File: config.mk
export PLATFORM = sky130hd
export DESIGN_NAME = ram_read_arb
export DESIGN_NICKNAME = d
export VERILOG_FILES = /design/src/rtl/ram_read_arb.sv
export SDC_FILE = /design/constraint.sdc
export NUM_CORES = 1
export LEC_CHECK = 0
export ABC_CLOCK_PERIOD_IN_PS = 4790
export CORE_MARGIN = 3
export CORE_UTILIZATION = 27
export CTS_CLUSTER_DIAMETER = 100
export DETAILED_ROUTE_END_ITERATION = 10
export PLACE_DENSITY = 0.87
export SETUP_SLACK_MARGIN = 0.1
export SYNTH_ARGS = -nofsm -noshare
export SYNTH_HDL_FRONTEND = slang
export SYNTH_SLANG_ARGS = --single-unit
File: constraint.sdc
create_clock -name sys_clk -period 4.79 [get_ports sys_clk]
set_input_delay 1.437 -clock sys_clk [delete_from_list [all_inputs] [get_ports sys_clk]]
set_output_delay 1.437 -clock sys_clk [all_outputs]
set_load 0.02 [all_outputs]
File: src/rtl/ram_read_arb.sv
// Two-port read arbiter for the frame RAM. The framebuffer fetch has priority. The LED strip gets a
// forced grant after STARVE_MAX denied cycles. A swap FSM flips the displayed buffer on frame_start.
module ram_read_arb #(
    parameter int unsigned ADDR_W     = 14,
    parameter int unsigned DATA_W     = 20,
    parameter int unsigned STARVE_MAX = 8
) (
    input  logic              sys_clk,
    input  logic              rst_n,

    input  logic              fb_req,
    input  logic [ADDR_W-1:0] fb_addr,
    output logic              fb_gnt,
    output logic              fb_rvalid,
    output logic [DATA_W-1:0] fb_rdata,

    input  logic              strip_req,
    input  logic [ADDR_W-1:0] strip_addr,
    output logic              strip_gnt,
    output logic              strip_rvalid,
    output logic [DATA_W-1:0] strip_rdata,

    output logic              ram_re,
    output logic [ADDR_W:0]   ram_raddr,
    input  logic [DATA_W-1:0] ram_rdata,

    input  logic              swap_req,
    input  logic              frame_start,
    output logic              active_buf,
    output logic              swap_ack
);

    localparam int unsigned CNT_W = (STARVE_MAX > 0) ? $clog2(STARVE_MAX + 1) : 1;

    typedef enum logic {StIdle, StPending} swap_state_e;

    swap_state_e      state_q, state_d;
    logic             active_buf_q, active_buf_d;
    logic             swap_ack_q, swap_ack_d;
    logic [CNT_W-1:0] starve_q, starve_d;
    logic [1:0]       tag_q, tag_d;
    logic             force_strip;
    logic             do_swap;

    assign force_strip = strip_req && (starve_q == CNT_W'(STARVE_MAX));

    always_comb begin
        fb_gnt    = 1'b0;
        strip_gnt = 1'b0;
        if (rst_n) begin
            fb_gnt    = fb_req && !force_strip;
            strip_gnt = strip_req && (!fb_req || force_strip);
        end
    end

    assign ram_re = fb_gnt | strip_gnt;

    // The buffer select uses the registered active_buf, so a toggle only affects later grants.
    always_comb begin
        ram_raddr = '0;
        if (fb_gnt) begin
            ram_raddr = {active_buf_q, fb_addr};
        end else if (strip_gnt) begin
            ram_raddr = {active_buf_q, strip_addr};
        end
    end

    always_comb begin
        starve_d = '0;
        if (strip_req && !strip_gnt) begin
            starve_d = (starve_q == CNT_W'(STARVE_MAX)) ? starve_q : starve_q + CNT_W'(1);
        end
    end

    assign tag_d = {fb_gnt, strip_gnt};

    always_comb begin
        state_d = state_q;
        do_swap = 1'b0;
        unique case (state_q)
            StIdle: begin
                if (swap_req && frame_start) begin
                    do_swap = 1'b1;
                end else if (swap_req) begin
                    state_d = StPending;
                end
            end
            StPending: begin
                if (frame_start) begin
                    do_swap = 1'b1;
                    state_d = StIdle;
                end
            end
            default: state_d = StIdle;
        endcase
        active_buf_d = active_buf_q ^ do_swap;
        swap_ack_d   = do_swap;
    end

    always_ff @(posedge sys_clk) begin
        if (!rst_n) begin
            state_q      <= StIdle;
            active_buf_q <= 1'b0;
            swap_ack_q   <= 1'b0;
            starve_q     <= '0;
            tag_q        <= '0;
        end else begin
            state_q      <= state_d;
            active_buf_q <= active_buf_d;
            swap_ack_q   <= swap_ack_d;
            starve_q     <= starve_d;
            tag_q        <= tag_d;
        end
    end

    // RAM has a fixed one-cycle latency, so read data passes straight through.
    assign fb_rvalid    = tag_q[1];
    assign strip_rvalid = tag_q[0];
    assign fb_rdata     = ram_rdata;
    assign strip_rdata  = ram_rdata;
    assign active_buf   = active_buf_q;
    // swap_ack rises in the first cycle that the new active_buf is visible.
    assign swap_ack     = swap_ack_q;

endmodule

==> summary.txt <==
Status
  – Status: complete, no violations

Clock tree
  – Hold_buf cts: 0
  – CTS tree: built
  – CTS sink count: 9
  – CTS root buffer: clkbuf_4
  – Reg clk slew, reported paths: 0.06 ns
  – Total CTS buffers: 3
  – Max clock buf depth: 2
  – Worst-Skew Late Latency: 0.27 ns
  – # H-tree levels: 1

Final layout
  – Nets: 174
  – Area delta synth->final: 40.6%
  – Fin util: 0.420
  – Share of post-route cells with drive strength above 1: 0.137
  – Antenna cells: 0

Timing
  – Fin Setup TNS: 0 ns
  – Fmax: 218 MHz
  – Crit path time final: 4.59 ns
  – Clock skew: 0.00779 ns
  – Fin. max-slew vios: 0
  – Final hold vios: 0
  – Tightest Pin Transition: 0.341 ns
  – Slew Limit Headroom: 0.772
  – Setup-failing EPs final: 0
  – Period utilization: 0.957
  – RSZ-0062 raised after global routing: no

Critical path
  – CP max stage cell: clkdlybuf4s50_1
  – Crit path buffers/inverters: 3
  – Worst Path Class, Setup: in2out
  – Worst Path Required: 3.35 ns
  – Flop2flop setup slack: 3.53 ns
  – Crit. End Element: primary output
  – Worst Setup Start Kind: primary input
  – CP peak stage delay: 0.60 ns
  – Delay-heaviest family, CP: buffers and inverters
  – Max FO, Critical Path: 9
  – Crit-path cells: clkdlybuf4s50_1 -> nand2_1 -> a21oi_4 -> buf_4 -> a22o_1 -> clkdlybuf4s50_1
  – CP dominant cell by count: clkdlybuf4s50_1
  – Worst EP arrival: 3.15 ns

GRT
  – Grt ovf: 0
  – Initial antenna violation count: 0
  – Largest net degree at the start of global routing: 16
  – GRT Total Usage: 0.119
  – First-pass GRT wire length: 3700 um
  – Vias in the first global route: 755

Synth
  – YS warnings: 0
  – Post-Syn Nets: 153
  – Synth Area per Inst: 8.93 um^2
  – Yosys cell types: 27
  – Register area share after synthesis: 0.208
  – Post-Syn Area: 866 um^2
  – Cells after synthesis: 97
  – #FFs+latches synth: 9

Placement
  – Gpl congestion: 0.733
  – HPWL after DPL: 1830 um
  – Port Buf Inserts: 55

Min path
  – Hold Crit Class: reg2reg

Die
  – Die area: 3920 um^2
  – Starting density of the core: 0.299
  – FP Rows: 19
  – Die Y-Extent: 62.6 um
  – Die W: 62.6 um
  – I/O Pins: 116
  – Core area: 2900 um^2

Route
  – WL/cell: 14.4 um
  – Initial drt markers: 16
  – Vias after detailed routing: 710
  – Antenna viol nets, final: 0
  – First-pass detailed-route iteration total: 3
  – Detailed Route WL: 2290 um
  – Vias per cell: 4.47
  – Drt drc: 0

Pwr
  – Share of power burned in registers: 0.352
  – LEAKAGE: 0.565 nW
  – Pint: 0.000161 W
  – Combinational cell fraction of total power: 0.382
  – Maximum VDD drop: 0.0000829 V
  – Clock power frac: 0.266
  – P_sw: 0.0000647 W
  – Power density over cell area: 185 nW/um^2
  – Switching share of power: 0.287

Job
  – Max-cap violation count: 0
==> placed cells by master (no fill, tap or decap) <==
cell / instances
nand4b_1: 1
and3_1: 1
xnor2_1: 1
a31oi_1: 1
a21oi_4: 1
nand2b_1: 1
dfxtp_1: 9
o21a_1: 1
and2_1: 2
nand3b_4: 1
clkinv_2: 1
nand2_1: 2
clkbuf_4: 3
o211a_1: 1
o211ai_1: 1
o21ai_0: 2
a22o_2: 4
nand3b_1: 1
a22o_1: 10
nor2_1: 2
and3_2: 2
o211a_4: 1
inv_1: 4
a21oi_1: 2
nand3_1: 1
buf_4: 3
ha_1: 2
clkdlybuf4s50_1: 48
dlymetal6s2s_1: 7
or3b_1: 1
==> power groups by stage <==
stage	registers [W]	logic, W	clock network [W]
2_1_floorplan	0.0000834	0.0000793	0
3_3_place_gp	0.0000809	0.0000843	0
3_5_place_dp	0.0000810	0.0000860	0
4_1_cts	0.0000794	0.0000875	0.0000616
5_1_grt	0.0000796	0.0000908	0.0000649
6_report	0.0000793	0.0000860	0.0000599
==> layout make-up <==
| type | count | area [um^2] |
|---|---|---|
| fillers | 293 | 1680 |
| clock buffers | 3 | 22.5 |
| flip-flops and latches | 9 | 180 |
| inverters | 4 | 15.0 |
| multi-input cells | 42 | 352 |
| clock inverters | 1 | 5.00 |
| well taps | 42 | 52.6 |
| repair buffers | 58 | 591 |
==> worst register-to-register path: cells and delay by family, from the launching register on <==
kind | cells | cell delay (ns)
adder cells (fa/ha/maj) | 1 | 0.25
AND/OR/NAND/NOR | 1 | 0.36
AO/OA/AOI/OAI | 1 | 0.14
buffers and inverters | 1 | 0.07
flip-flops | 1 | 0.36
==> cells in the mapped netlist <==
cell / instances / share of area
a22o_1: 10 / 0.10
o21a_1: 1 / 0.0087
buf_6: 1 / 0.013
o211a_1: 1 / 0.012
a21oi_1: 2 / 0.012
nand2b_1: 1 / 0.0072
nand3b_4: 1 / 0.023
or3b_1: 1 / 0.010
o211a_4: 1 / 0.020
a31oi_1: 1 / 0.0072
nand3b_1: 1 / 0.0087
nand2_1: 2 / 0.0087
xnor2_1: 1 / 0.010
ha_1: 2 / 0.029
and3_1: 1 / 0.0072
dfxtp_1: 9 / 0.21
nor2_1: 2 / 0.0087
and2_1: 2 / 0.014
a21oi_4: 1 / 0.019
a22o_2: 4 / 0.046
inv_1: 4 / 0.017
o21ai_0: 2 / 0.012
buf_4: 41 / 0.36
o211ai_1: 1 / 0.0087
and3_2: 2 / 0.017
nand3_1: 1 / 0.0058
nand4b_1: 1 / 0.010
==> metal layers <==
layer  global-route usage  share of wire
met5                    0              0
met4               0.0689          0.017
met3               0.0342          0.061
met2                0.214           0.56
met1                0.121           0.37
==> cells by family (layout without fill, tap and decap cells) <==
family,Yosys count,after routing,synth area share
adders and majority gates,2,2,0.0289
DFF,9,9,0.208
AOI/OAI and AO/OA,24,24,0.246
and+or+nand+nor,15,15,0.121
xor gates and xnor gates,1,1,0.0101
buffers and inverters,46,66,0.386
==> per-stage QoR <==
| stage | power, W | hold WS, ns | worst slack (ns) | area, um^2 | instances |
|---|---|---|---|---|---|
| floorplan | 0.000163 | 0.486 | 1.20 | 866 | 97 |
| global placement | 0.000165 | 0.509 | 0.126 | 1160 | 153 |
| detailed placement | 0.000167 | 0.535 | 0.0733 | 1160 | 153 |
| CTS | 0.000228 | 0.555 | 0.146 | 1200 | 159 |
| global route | 0.000235 | 0.581 | 0.104 | 1220 | 159 |
| finish | 0.000225 | 0.547 | 0.204 | 1220 | 159 |
==> timing repair <==
item | CTS | global route
gates resized for setup | 0 | 7
endpoints found under the setup margin | 11 | 11
gates cloned | 0 | 0
buffers inserted | 2 | 0
==> registers in the layout (all words and copies together), names as in the netlist <==
| name | cells |
|---|---|
| active_buf | 1 |
| starve_q | 4 |
| state_q | 1 |
| swap_ack | 1 |
| tag_q | 2 |
==> path summary, 6_finish.rpt <==
kind	to	start	cells after the start
hold reg to reg	swap_ack	state_q	2
setup reg to reg	starve_q[3]	starve_q[0]	4
setup / recovery	ram_raddr[10]	strip_req	6
hold / removal	swap_ack	state_q	2
No activity file was read; power rests on OpenSTA's default activity.
